`src/rtl/ram_port_arbiter.sv`:
```
// rtl/ram_port_arbiter.sv - video-priority arbiter sharing one single-port synchronous RAM with the CPU
// Optional CPU starvation guard with a one-entry pending video fetch: RAM_ARB_STARVE_GUARD_EN.
module ram_port_arbiter #(
  parameter int ADDR_WIDTH   = 11,
  parameter int DATA_WIDTH   = 8,
  parameter int STARVE_LIMIT = 8
) (
  input  logic                  clock,
  input  logic                  reset_n,
  input  logic                  cpu_req,
  input  logic                  cpu_we,
  input  logic [ADDR_WIDTH-1:0] cpu_addr,
  input  logic [DATA_WIDTH-1:0] cpu_wdata,
  output logic [DATA_WIDTH-1:0] cpu_rdata,
  output logic                  cpu_ack,
  input  logic                  vid_req,
  input  logic [ADDR_WIDTH-1:0] vid_addr,
  output logic [DATA_WIDTH-1:0] vid_rdata,
  output logic                  vid_valid,
  output logic                  ram_clken,
  output logic                  ram_wren,
  output logic [ADDR_WIDTH-1:0] ram_address,
  output logic [DATA_WIDTH-1:0] ram_data,
  input  logic [DATA_WIDTH-1:0] ram_q
);

  typedef enum logic [1:0] {TAG_NONE, TAG_CPU, TAG_VID} tag_t;

  tag_t                  grant;
  tag_t                  tag1;
  tag_t                  tag2;
  logic [ADDR_WIDTH-1:0] grant_addr;
  logic                  cpu_busy;
  logic                  cpu_ready;

  if ((STARVE_LIMIT < 1) || (STARVE_LIMIT > 15)) begin : g_starve_limit_range
    $error("ram_port_arbiter: STARVE_LIMIT must be in 1..15");
  end

  assign cpu_ready = cpu_req && !cpu_busy;

`ifdef RAM_ARB_STARVE_GUARD_EN
  logic [3:0]            starve_cnt;
  logic                  pend_full;
  logic [ADDR_WIDTH-1:0] pend_addr;
  logic                  force_cpu;

  // The guard never fires with pending full, so a displaced fetch always has room.
  assign force_cpu = cpu_ready && (starve_cnt >= 4'(STARVE_LIMIT)) && !pend_full;

  always_comb begin
    grant      = TAG_NONE;
    grant_addr = cpu_addr;
    if (force_cpu) begin
      grant = TAG_CPU;
    end else if (pend_full) begin
      grant      = TAG_VID;
      grant_addr = pend_addr;
    end else if (vid_req) begin
      grant      = TAG_VID;
      grant_addr = vid_addr;
    end else if (cpu_ready) begin
      grant = TAG_CPU;
    end
  end

  always_ff @(posedge clock or negedge reset_n) begin
    if (!reset_n) begin
      starve_cnt <= '0;
      pend_full  <= 1'b0;
      pend_addr  <= '0;
    end else begin
      if (grant == TAG_CPU) begin
        starve_cnt <= '0;
      end else if (cpu_ready && (starve_cnt < 4'(STARVE_LIMIT))) begin
        starve_cnt <= starve_cnt + 4'd1;
      end
      // A new fetch parks in pending while pending (or the forced CPU slot) owns the port.
      if (force_cpu || pend_full) begin
        pend_full <= vid_req;
        if (vid_req) begin
          pend_addr <= vid_addr;
        end
      end
    end
  end
`else
  always_comb begin
    grant      = TAG_NONE;
    grant_addr = cpu_addr;
    if (vid_req) begin
      grant      = TAG_VID;
      grant_addr = vid_addr;
    end else if (cpu_ready) begin
      grant = TAG_CPU;
    end
  end
`endif

  always_ff @(posedge clock or negedge reset_n) begin
    if (!reset_n) begin
      ram_clken   <= 1'b0;
      ram_wren    <= 1'b0;
      ram_address <= '0;
      ram_data    <= '0;
      tag1        <= TAG_NONE;
      tag2        <= TAG_NONE;
      cpu_busy    <= 1'b0;
      cpu_ack     <= 1'b0;
      cpu_rdata   <= '0;
      vid_valid   <= 1'b0;
      vid_rdata   <= '0;
    end else begin
      ram_clken <= (grant != TAG_NONE);
      ram_wren  <= (grant == TAG_CPU) && cpu_we;
      if (grant != TAG_NONE) begin
        ram_address <= grant_addr;
      end
      if (grant == TAG_CPU) begin
        ram_data <= cpu_wdata;
      end
      tag1      <= grant;
      tag2      <= tag1;
      // Stage-2 tag lines up with the RAM's registered q.
      cpu_ack   <= (tag2 == TAG_CPU);
      vid_valid <= (tag2 == TAG_VID);
      if (tag2 == TAG_CPU) begin
        cpu_rdata <= ram_q;
      end
      if (tag2 == TAG_VID) begin
        vid_rdata <= ram_q;
      end
      if (grant == TAG_CPU) begin
        cpu_busy <= 1'b1;
      end else if (tag2 == TAG_CPU) begin
        cpu_busy <= 1'b0;
      end
    end
  end

endmodule

```
`config.mk`:
```
export PLATFORM = sky130hd
export DESIGN_NAME = ram_port_arbiter
export DESIGN_NICKNAME = d
export VERILOG_FILES = /design/src/rtl/ram_port_arbiter.sv
export SDC_FILE = /design/constraint.sdc
export NUM_CORES = 1
export LEC_CHECK = 0
export BUFFER_PORTS_ARGS = -buffer_cell sky130_fd_sc_hd__buf_2
export CAP_MARGIN = 20
export CORE_MARGIN = 1
export CORE_UTILIZATION = 40
export CTS_CLUSTER_SIZE = 20
export DETAILED_ROUTE_END_ITERATION = 8
export HOLD_SLACK_MARGIN = 0.05
export PLACE_DENSITY = 0.7
export SYNTH_ARGS = -nofsm -noshare
export SYNTH_HDL_FRONTEND = slang
export SYNTH_SLANG_ARGS = --single-unit
```
`constraint.sdc`:
```
create_clock -name clock -period 1.5 [get_ports clock]
set_input_delay 0.15 -clock clock [delete_from_list [all_inputs] [get_ports clock]]
set_output_delay 0.15 -clock clock [all_outputs]
set_load 0.02 [all_outputs]
```
Word-level counts from Yosys, hierarchy flattened
Cells that the tools add are included.
{"block": "word_totals", "register_bits": 44, "in_bits": 43, "out_inout_bits": 39, "elab_cells": 24}
{"block": "classes", "n_eq_ne": 3, "mux": 5, "reduce_logical": 5}
{"operator": "$mux W11", "count": 1}
{"operator": "$eq A2 B1 Y1 const B", "count": 2}
{"operator": "$reduce_bool A2 Y1", "count": 2}
{"operator": "$mux W1", "count": 3}
{"operator": "$eq A2 B2 Y1 const B", "count": 1}
{"operator": "$logic_and A1 B1 Y1", "count": 2}
{"operator": "$mux W2", "count": 1}
{"operator": "$logic_not A1 Y1", "count": 1}

Longest topological paths before layout
Gate-level depths: netlist (run 1).
{"block": "depth", "ltp_word": 6, "depth_mapped": 4}

Least setup slack after synthesis (run 1)
Ideal clock, no wire load.
{"block": "synth_timing", "path_kind": "reg-to-reg", "startpoint": "register cpu_busy", "endpoint": "register ram_data[0]", "arrival_time_ns": 1.070, "required_time_ns": 1.373, "path_slack_ns": 0.302, "path_stages_with_launch": 4, "path_buffers": 1, "path_cell_list": "dfrtp_1 -> nor3b_2 -> buf_6 -> mux2_1"}
{"block": "synth_between", "elab_chain_cells": 5}
{"element": "start: declaration", "line": "33", "text": "logic cpu_busy;"}
{"element": "start signal: assignment", "line": "108", "text": "cpu_busy <= 1'b0;"}
{"element": "start signal: assignment", "line": "134", "text": "cpu_busy <= 1'b1;"}
{"element": "start signal: assignment", "line": "136", "text": "cpu_busy <= 1'b0;"}
{"element": "$logic_not A1 Y1", "line": "40", "text": "assign cpu_ready = cpu_req && !cpu_busy;"}
{"element": "$logic_and A1 B1 Y1", "line": "40"}
{"element": "$mux W1", "line": "94", "text": "end else if (cpu_ready) begin"}
{"element": "$mux W2", "line": "91", "text": "if (vid_req) begin"}
{"element": "named net grant[0]", "line": "29", "text": "tag_t grant;"}
{"element": "$eq A2 B1 Y1", "line": "119", "text": "if (grant == TAG_CPU) begin"}
{"element": "end signal: assignment", "line": "120", "text": "ram_data <= cpu_wdata;"}
{"element": "end: declaration", "line": "23", "text": "output logic [DATA_WIDTH-1:0] ram_data,"}
The timed path passes the listed nets, and every way through them passes these cells.
A chain may end at the register's enable or synchronous reset.

Worst setup path after layout (run 1)
{"block": "layout_timing", "startpoint": "register tag2[1]", "endpoint": "register cpu_rdata[7]"}
{"block": "layout_between", "elab_chain_cells": 1}
{"element": "start: declaration", "line": "31", "text": "tag_t tag2;"}
{"element": "start signal: assignment", "line": "123", "text": "tag2 <= tag1;"}
{"element": "$eq A2 B1 Y1", "line": "127", "text": "if (tag2 == TAG_CPU) begin"}
{"element": "end signal: assignment", "line": "128", "text": "cpu_rdata <= ram_q;"}
{"element": "end: declaration", "line": "14", "text": "output logic [DATA_WIDTH-1:0] cpu_rdata,"}
Every way passes these cells.

==> impl_metrics.env, run 1 <==
export IMPL_fin_crit_sh_pct=85.3
export IMPL_drv_cap=0
export IMPL_drv_slew=0
export IMPL_die_w_um=68.6
export IMPL_synth_seq_cells=44
export IMPL_drt_first_pass_iters=2
export IMPL_antenna_found_initial=0
export IMPL_yosysSeqAreaShare_pct=62.0
export IMPL_gr_usage_met1_pct=19.6
export IMPL_die_h_um=68.6
export IMPL_diodes=0
export IMPL_clock_path_buffers=2
export IMPL_hold_violations=0
export IMPL_vias=1276
export IMPL_cpPeakStageDelay_ns=0.42
export IMPL_multi_input_area_um2=586
export IMPL_worst_setup_path_type="reg2reg"
export IMPL_setup_viol=0
export IMPL_dpl_hpwl_um=2510
export IMPL_boundaryPins=82
export IMPL_synthCells=129
export IMPL_p_int_mw=2.45
export IMPL_dpl_cell_area_um2=2260
export IMPL_start_util_pct=42.9
export IMPL_timing_rr_end="cpu_rdata[7]"
export IMPL_drtIter0Drc=42
export IMPL_critical_path_slowest_cell="mux2_1"
export IMPL_layout_nets=259
export IMPL_hp_class="in2reg"
export IMPL_crit_end="cpu_rdata[7]"
export IMPL_cp_arrival_ns=1.45
export IMPL_p_seq_share_pct=45.0
export IMPL_cp_start_kind="register"
export IMPL_period_needed_ns=1.28
export IMPL_clk_latency_ns=0.28
export IMPL_grt_busiest_layer="met2"
export IMPL_die_area_um2=4710
export IMPL_synth_fp_nets=172
export IMPL_yosysTopAreaCell="dfrtp_1"
export IMPL_share_comb_of_total_power_pct=35.3
export IMPL_crit_fanout=10
export IMPL_yosys_top_cells_area="dfrtp_1 (62%), mux2_1 (15%), nand4bb_1 (7.0%)"
export IMPL_gr_usage_met2_pct=28.6
export IMPL_rsz0062_at_grt="false"
export IMPL_syn_area_um2=1780
export IMPL_htree_num_levels=2
export IMPL_synth_edf_count=0
export IMPL_wl_um=3400
export IMPL_fp_row_count=23
export IMPL_vdd_drop_max_uv=621
export IMPL_synth_top_area_share_pct=62.0
export IMPL_drive_gt1_share_pct=45.6
export IMPL_cts_made_buffers=5
export IMPL_fill_cells=359
export IMPL_fmax_mhz=782
export IMPL_grt_pass1_vias=1271
export IMPL_via_per_inst=4.78
export IMPL_grt_pass1_wl_um=5710
export IMPL_switching_share_pct=34.8
export IMPL_synth_most_common_cell="dfrtp_1"
export IMPL_netlist_top_cells_count="dfrtp_1 (44), mux2_1 (24)"
export IMPL_outcome="complete, no violations"
export IMPL_leakage_nw=1.19
export IMPL_worst_pin_slew_ns=0.518
export IMPL_final_cell_area_um2=2370
export IMPL_slew_headroom_pct=65.5
export IMPL_wl_per_cell_um=12.7
export IMPL_cellPowerDensity_nw_per_um2=1590
export IMPL_rr_startpoint="tag2[1]"
export IMPL_cts_root_buffer="clkbuf_8"
export IMPL_drtAntennaViolNets=0
export IMPL_cts_tree="yes"
export IMPL_io_buffer_count=81
export IMPL_holdPathStages=2
export IMPL_syn_area_per_cell_um2=13.8
export IMPL_ff_latch_area_um2=1100
export IMPL_cp_data_required_time_ns=1.67
export IMPL_gp_congestion=0.663
export IMPL_cts_sinks=44
export IMPL_power_switching_mw=1.31
export IMPL_yosysWarnings=0
export IMPL_core_area_um2=4140
export IMPL_syn_to_final_growth_pct=33.2
export IMPL_async_reset_ff_share_pct=100
export IMPL_r2r_slack_ns=0.22
export IMPL_grt_max_degree=36
export IMPL_grt_overflow=0
export IMPL_fin_worst_skew_ns=0.00189
export IMPL_cts_setup_buffers=0
export IMPL_ys_flop_type="dfrtp_1"
export IMPL_grtUsageMet3_pct=4.77
export IMPL_reg2reg_depth=2
export IMPL_worstPathCellList="nand2b_1 > mux2_1"
export IMPL_drc=0
export IMPL_grtUsageTotal_pct=16.6
export IMPL_clkPwrFrac_pct=19.7
export IMPL_setup_tns_ns=0
export IMPL_startpoint="tag2[1]"
export IMPL_holdWs_ns=0.0745
export IMPL_endpoint_kind="register"
export IMPL_ys_types=17
export IMPL_clk_pin_slew_ns=0.08
==> registers in the layout (all words and copies together) (netlist names) <==
name / cells
cpu_ack: 1
cpu_busy: 1
cpu_rdata: 8
ram_address: 11
ram_clken: 1
ram_data: 8
ram_wren: 1
tag1: 2
tag2: 2
vid_rdata: 8
vid_valid: 1
==> metrics by stage <==
step / cells / utilization [%] / worst slack, ns / total power [mW]
after floorplan: 129 / - / 0.302 / 2.53
after global routing: 267 / 57.1 / 0.0938 / 4.03
after detailed placement: 258 / 54.6 / 0.0634 / 3.07
after global placement: 258 / 54.6 / 0.106 / 3.03
final: 267 / 57.1 / 0.221 / 3.76
after CTS: 267 / 57.1 / 0.0514 / 3.82
==> kinds of logic (layout without fill, tap and decap cells) <==
logic type	Yosys count	in the layout	synth area share [%]
compound gates	12	12	5.85
buf+inv	21	109	5.21
flops	44	44	62.0
mux	24	24	15.2
simple gates	28	28	11.8
==> worst min-delay path by stage <==
| stage | start | to |
|---|---|---|
| 2_1_floorplan | reset_n | cpu_ack |
| 3_3_place_gp | reset_n | ram_wren |
| 3_5_place_dp | reset_n | ram_wren |
| 4_1_cts | cpu_we | ram_wren |
| 5_1_grt | cpu_wdata[5] | ram_data[5] |
| 6_report | cpu_we | ram_wren |
==> power by group through the flow <==
stage / clock network [mW] / registers (mW) / logic, mW
2_1_floorplan: 0 / 2.13 / 0.400
3_3_place_gp: 0 / 1.70 / 1.33
3_5_place_dp: 0 / 1.72 / 1.35
4_1_cts: 0.774 / 1.70 / 1.35
5_1_grt: 0.825 / 1.75 / 1.45
6_report: 0.741 / 1.69 / 1.33
==> area by class of cell <==
| class | instances | share of cell area [%] |
|---|---|---|
| clock inverter | 2 | 0.423 |
| inverter | 12 | 1.90 |
| timing repair buffer | 89 | 20.3 |
| sequential | 44 | 46.5 |
| tap | 50 | 2.64 |
| clock buffer | 6 | 3.49 |
| multi-input combinational | 64 | 24.7 |
==> layout by cell type, fill, tap and decap left out <==
cell,n
a21o_1,1
and2_1,1
buf_12,1
buf_2,81
buf_4,6
clkbuf_8,6
clkinv_2,2
dfrtp_1,44
dlygate4sd3_1,1
inv_1,11
inv_2,1
mux2_1,24
nand2_1,11
nand2b_1,1
nand4bb_1,11
nor2b_1,1
nor2b_2,1
nor3b_2,1
o311ai_1,11
or2_1,1
==> worst max-delay path, delay by kind of cell (launching register included) <==
kind,cells,cell delay (ns)
mux,1,0.42
flops,1,0.37
simple gates,1,0.37
==> per-layer routing <==
layer	share of wire, %	up-vias	routed length, µm
met5	0	-	0
met3	7.6	5	259
met1	43	593	1470
met4	0.94	0	32
met2	48	54	1640
li1	-	624	-
==> what timing repair did <==
action,CTS,global route
gates resized for setup,0,1
hold buffers,1,0
hold endpoints to repair,19,0
setup endpoints to repair,0,12
Note: power is estimated with default switching activity, not from simulation.
==> inputs of run 2 (changes only) <==
--- a/config.mk
+++ b/config.mk
@@ -5,6 +5,7 @@
 export SDC_FILE = /design/constraint.sdc
 export NUM_CORES = 1
 export LEC_CHECK = 0
+export ABC_AREA = 1
 export BUFFER_PORTS_ARGS = -buffer_cell sky130_fd_sc_hd__buf_2
 export CAP_MARGIN = 20
 export CORE_MARGIN = 1
@@ -12,7 +13,7 @@
 export CTS_CLUSTER_SIZE = 20
 export DETAILED_ROUTE_END_ITERATION = 8
 export HOLD_SLACK_MARGIN = 0.05
-export PLACE_DENSITY = 0.7
+export PLACE_DENSITY = 0.69
 export SYNTH_ARGS = -nofsm -noshare
 export SYNTH_HDL_FRONTEND = slang
 export SYNTH_SLANG_ARGS = --single-unit
==> impl_metrics.env, run 2 <==
export IMPL_outcome="complete, no violations"
export IMPL_cp_start_kind="register"
export IMPL_endpoint_kind="register"
export IMPL_htree_num_levels=2
export IMPL_grt_max_degree=45
export IMPL_slew_headroom_pct=73.8
export IMPL_netlist_top_cells_count="nand2_1 (87), dfrtp_1 (44), o21ai_0 (16)"
export IMPL_layout_nets=324
export IMPL_drive_gt1_share_pct=34.0
export IMPL_wl_um=3710
export IMPL_setup_viol=0
export IMPL_path_buf_inv=1
export IMPL_drc=0
export IMPL_share_comb_of_total_power_pct=13.8
export IMPL_timing_rr_end="ram_address[4]"
export IMPL_clk_latency_ns=0.29
export IMPL_synth_fp_nets=243
export IMPL_syn_area_um2=1850
export IMPL_synth_edf_count=0
export IMPL_final_common_cell="nand2_1"
export IMPL_async_reset_ff_share_pct=100
export IMPL_hold_violations=0
export IMPL_synth_most_common_cell="nand2_1"
export IMPL_cts_setup_buffers=0
export IMPL_drtAntennaViolNets=0
export IMPL_p_seq_share_pct=54.4
export IMPL_reg2reg_depth=5
export IMPL_vdd_drop_max_uv=378
export IMPL_top_register="ram_address"
export IMPL_power_switching_mw=0.597
export IMPL_rr_startpoint="cpu_busy"
export IMPL_drtIter0Drc=96
export IMPL_crit_family="simple AND/OR/NAND/NOR gates"
export IMPL_drv_cap=0
export IMPL_finalNonFillerCells=334
export IMPL_largest_reg_flops=11
export IMPL_vias=1540
export IMPL_drv_slew=0
export IMPL_yosysSeqAreaShare_pct=59.4
export IMPL_leakage_nw=1.40
export IMPL_die_area_um2=4910
export IMPL_p_int_mw=1.74
export IMPL_yosys_top_cells_area="dfrtp_1 (59%), nand2_1 (18%), buf_6 (4.9%)"
export IMPL_fp_row_count=24
export IMPL_worst_pin_slew_ns=0.393
export IMPL_cp_arrival_ns=1.30
export IMPL_die_h_um=70.1
export IMPL_clk_pin_slew_ns=0.08
export IMPL_mostFrequentLayoutCells="nand2_1 (87), buf_2 (81), dfrtp_1 (44), o21ai_0 (16), inv_1 (14)"
export IMPL_wl_per_cell_um=11.1
export IMPL_utilization_pct=53.3
export IMPL_cts_made_buffers=5
export IMPL_start_util_pct=42.0
export IMPL_ys_flop_type="dfrtp_1"
export IMPL_core_area_um2=4410
export IMPL_diodes=0
export IMPL_multi_input_area_um2=583
export IMPL_crit_fanout=12
export IMPL_yosysTopAreaCell="dfrtp_1"
export IMPL_synthCells=200
export IMPL_period_needed_ns=1.07
export IMPL_worstPathCellList="inv_2 > nand2_4 > nand2_4 > nand2_1 > nand2_1"
export IMPL_via_per_inst=4.61
export IMPL_dp_cells=324
export IMPL_power_mw=2.34
export IMPL_gp_congestion=0.772
export IMPL_fin_ws_ns=0.434
export IMPL_yosysWarnings=0
export IMPL_fmax_mhz=938
export IMPL_path_depth=5
export IMPL_cpPeakStageDelay_ns=0.37
export IMPL_hold_buffers=2
export IMPL_grt_overflow=0
export IMPL_cp_data_required_time_ns=1.74
export IMPL_clock_path_buffers=2
export IMPL_startpoint="cpu_busy"
export IMPL_antenna_found_initial=0
export IMPL_dp_slack_ns=0.291
export IMPL_holdWs_ns=0.113
export IMPL_ff_latch_area_um2=1100
export IMPL_dpl_cell_area_um2=2240
export IMPL_fin_crit_sh_pct=71.0
export IMPL_io_buffer_count=81
export IMPL_drt_first_pass_iters=4
export IMPL_r2r_slack_ns=0.43
export IMPL_setup_tns_ns=0
export IMPL_fill_cells=443
export IMPL_syn_to_final_growth_pct=26.9
export IMPL_crit_end="ram_address[4]"
export IMPL_critical_path_slowest_cell="dfrtp_1"
export IMPL_cts_tree="yes"
export IMPL_clkPwrFrac_pct=31.8
export IMPL_postCtsResizedCells=0
export IMPL_cts_sinks=44
export IMPL_cts_root_buffer="clkbuf_8"
export IMPL_fin_worst_skew_ns=0.00413
export IMPL_cellPowerDensity_nw_per_um2=993
export IMPL_synth_top_area_share_pct=59.4
export IMPL_synth_seq_cells=44
export IMPL_ys_types=14
export IMPL_switching_share_pct=25.6
export IMPL_die_w_um=70.1
export IMPL_dpl_hpwl_um=2590
export IMPL_rsz0062_at_grt="false"
export IMPL_grt_pass1_wl_um=6530
export IMPL_grtUsageTotal_pct=16.8
export IMPL_hp_class="in2reg"
export IMPL_final_cell_area_um2=2350
export IMPL_syn_area_per_cell_um2=9.27
export IMPL_boundaryPins=82
export IMPL_worst_setup_path_type="reg2reg"
export IMPL_grt_pass1_vias=1486
run 2: how the worst min path moves through the flow:
stage | start | to | cells past startpoint
floorplan | reset_n | cpu_ack | 0
global placement | reset_n | cpu_rdata[4] | 2
detailed placement | reset_n | ram_wren | 2
CTS | vid_req | tag1[1] | 1
global route | vid_req | tag1[1] | 1
finish | vid_req | tag1[1] | 1
run 2: logic make-up after synthesis:
kind of cell	count (synthesis)	share of synthesized area, %
DFF	44	59.4
AOI/OAI and AO/OA	17	4.59
and+or+nand+nor	112	26.9
buffers and inverters	27	9.18
run 2: final cells by class:
cell class	count	share of cell area, %
Timing Repair Buffer	85	19.3
Clock buffer	8	3.83
Tap cell	52	2.77
Sequential cell	44	46.8
Multi-Input combinational cell	129	24.8
Inverter	16	2.55
run 2: routing by layer:
layer	wire (µm)	GRT usage, %	vias up
li1	-	-	788
met1	1740	22.7	681
met2	1660	26.2	64
met3	221	2.89	7
met4	82	8.67	0
met5	0	0	-
run 2: power groups by stage:
stage	registers (mW)	logic, mW	clock network, mW
2_1_floorplan	1.36	0.113	0
3_3_place_gp	1.29	0.321	0
3_5_place_dp	1.29	0.325	0
4_1_cts	1.27	0.329	0.781
5_1_grt	1.28	0.366	0.813
6_report	1.27	0.323	0.743
==> inputs of run 3 (changes only) <==
--- a/config.mk
+++ b/config.mk
@@ -13,7 +13,7 @@
 export CTS_CLUSTER_SIZE = 20
 export DETAILED_ROUTE_END_ITERATION = 8
 export HOLD_SLACK_MARGIN = 0.05
-export PLACE_DENSITY = 0.69
+export PLACE_DENSITY = 0.72
 export SYNTH_ARGS = -nofsm -noshare
 export SYNTH_HDL_FRONTEND = slang
 export SYNTH_SLANG_ARGS = --single-unit
==> constraint.sdc (replaced) <==
create_clock -name clock -period 0.85 [get_ports clock]
set_input_delay 0.085 -clock clock [delete_from_list [all_inputs] [get_ports clock]]
set_output_delay 0.085 -clock clock [all_outputs]
set_load 0.02 [all_outputs]
==> impl_metrics.env, run 3 (synthesis results as in run 2) <==
export IMPL_rsz0062_at_grt="true"
export IMPL_crit_family="flip-flops"
export IMPL_clk_latency_ns=0.29
export IMPL_hp_class="in2reg"
export IMPL_die_h_um=70.1
export IMPL_drc=0
export IMPL_violations="negative setup slack"
export IMPL_fin_crit_sh_pct=112
export IMPL_mostFrequentLayoutCells="nand2_1 (81), dfrtp_1 (43), buf_2 (42), buf_6 (41), buf_4 (26)"
export IMPL_cts_sinks=44
export IMPL_io_buffer_count=81
export IMPL_cp_arrival_ns=1.19
export IMPL_drv_cap=0
export IMPL_cts_made_buffers=5
export IMPL_diodes=0
export IMPL_core_area_um2=4410
export IMPL_slew_headroom_pct=77.0
export IMPL_worst_pin_slew_ns=0.345
export IMPL_grt_pass1_wl_um=7580
export IMPL_vias=1744
export IMPL_die_w_um=70.1
export IMPL_drtIter0Drc=61
export IMPL_start_util_pct=42.0
export IMPL_timing_rr_end="ram_address[0]"
export IMPL_layout_nets=365
export IMPL_drt_first_pass_iters=4
export IMPL_path_buf_inv=2
export IMPL_syn_to_final_growth_pct=62.8
export IMPL_reg2reg_depth=5
export IMPL_multi_input_area_um2=667
export IMPL_largest_reg_flops=11
export IMPL_fill_cells=336
export IMPL_cpPeakStageDelay_ns=0.39
export IMPL_endpoint_kind="register"
export IMPL_worstPathCellList="clkinv_4 > buf_4 > nand2_4 > nand3_1 > nand2_1"
export IMPL_die_area_um2=4910
export IMPL_dp_cells=331
export IMPL_top_register="ram_address"
export IMPL_hold_violations=0
export IMPL_fmax_mhz=1050
export IMPL_cp_data_required_time_ns=1.09
export IMPL_grt_pass1_vias=1662
export IMPL_grt_overflow=0
export IMPL_critical_path_slowest_cell="dfrtp_1"
export IMPL_wl_per_cell_um=12.6
export IMPL_r2r_slack_ns=-0.11
export IMPL_setup_viol=76
export IMPL_worst_setup_path_type="reg2reg"
export IMPL_vdd_drop_max_uv=922
export IMPL_drtAntennaViolNets=0
export IMPL_rr_startpoint="cpu_busy"
export IMPL_startpoint="cpu_busy"
export IMPL_wl_um=4720
export IMPL_drv_slew=0
export IMPL_cp_start_kind="register"
export IMPL_grt_max_degree=19
export IMPL_gp_congestion=0.773
export IMPL_path_depth=5
export IMPL_boundaryPins=82
export IMPL_leakage_nw=1.66
export IMPL_cts_root_buffer="clkbuf_8"
export IMPL_period_needed_ns=0.956
export IMPL_clock_path_buffers=2
export IMPL_ff_latch_area_um2=1100
export IMPL_dpl_hpwl_um=2860
export IMPL_fin_ws_ns=-0.106
export IMPL_cts_tree="yes"
export IMPL_finalNonFillerCells=375
export IMPL_drive_gt1_share_pct=43.0
export IMPL_crit_fanout=6
export IMPL_cellPowerDensity_nw_per_um2=1480
export IMPL_grtUsageTotal_pct=19.7
export IMPL_clk_pin_slew_ns=0.08
export IMPL_fin_worst_skew_ns=0.00606
export IMPL_fp_row_count=24
export IMPL_antenna_found_initial=0
export IMPL_via_per_inst=4.65
export IMPL_htree_num_levels=2
export IMPL_final_common_cell="nand2_1"
export IMPL_outcome="complete, but fails checks"
export IMPL_crit_end="ram_address[0]"
export IMPL_setup_tns_ns=-4.25
run 3: cell count changes in the layout (fill, tap and decap cells not counted), sizes merged:
cell and delta:
inv -1, nand2 +2, nand3 +1, clkinv +3, buf +28, dlygate4sd3 +10
clkbuf -2
run 3: worst min-delay path by stage:
stage                     startpoint           end  cells past startpoint
after global routing        ram_q[0]  cpu_rdata[0]                      3
final                       ram_q[6]  vid_rdata[6]                      3
after detailed placement     reset_n  vid_rdata[1]                      1
after CTS                   ram_q[0]  cpu_rdata[0]                      3
after floorplan              reset_n       cpu_ack                      0
after global placement       reset_n  vid_rdata[1]                      1
run 3: where the power goes:
group	switching, mW	total, mW	internal [mW]
clock network	0.682	1.33	0.648
registers	0.0714	2.26	2.19
logic	0.424	0.888	0.463
run 3: cell type report:
| cell class | instances | share of cell area [%] |
|---|---|---|
| clock buffer | 6 | 2.74 |
| clock inverter | 2 | 0.332 |
| inverter | 16 | 2.15 |
| multi-input combinational | 132 | 22.1 |
| sequential | 44 | 36.5 |
| tap | 52 | 2.15 |
| timing repair buffer | 123 | 34.0 |
run 3: worst register-to-register path, delay by kind of cell (launching register included):
| family | cells | cell delay, ns |
|---|---|---|
| buffers and inverters | 2 | 0.30 |
| flip-flops | 1 | 0.39 |
| AND/OR/NAND/NOR | 3 | 0.22 |
run 3: repair_timing:
action,4_1_cts,5_1_grt
cloned,2,2
hold buffers,12,0
hold endpoints to repair,55,0
pin swaps,1,6
endpoints found under the setup margin,75,78
resized for setup,88,8
setup buffers,13,7
run 3: per-layer routing:
metal | vias up | part of all wire [%] | global-route usage, %
met5 | - | 0 | 0
met4 | 0 | 3.0 | 9.56
met3 | 12 | 5.3 | 4.33
met2 | 68 | 47 | 30.3
met1 | 794 | 44 | 26.4
li1 | 870 | - | -
run 3: stage by stage:
stage / setup WS [ns] / util [%] / area [µm²] / hold slack (ns) / total power [mW]
floorplan: -0.111 / - / 1860 / -0.211 / 2.60
global placement: -0.0424 / 52.3 / 2310 / -0.0165 / 2.88
detailed placement: -0.0779 / 52.3 / 2310 / -0.0123 / 2.90
CTS: -0.0894 / 66.3 / 2930 / 0.0512 / 4.46
global route: -0.161 / 68.4 / 3020 / 0.0717 / 4.68
finish: -0.106 / 68.4 / 3020 / 0.0630 / 4.48
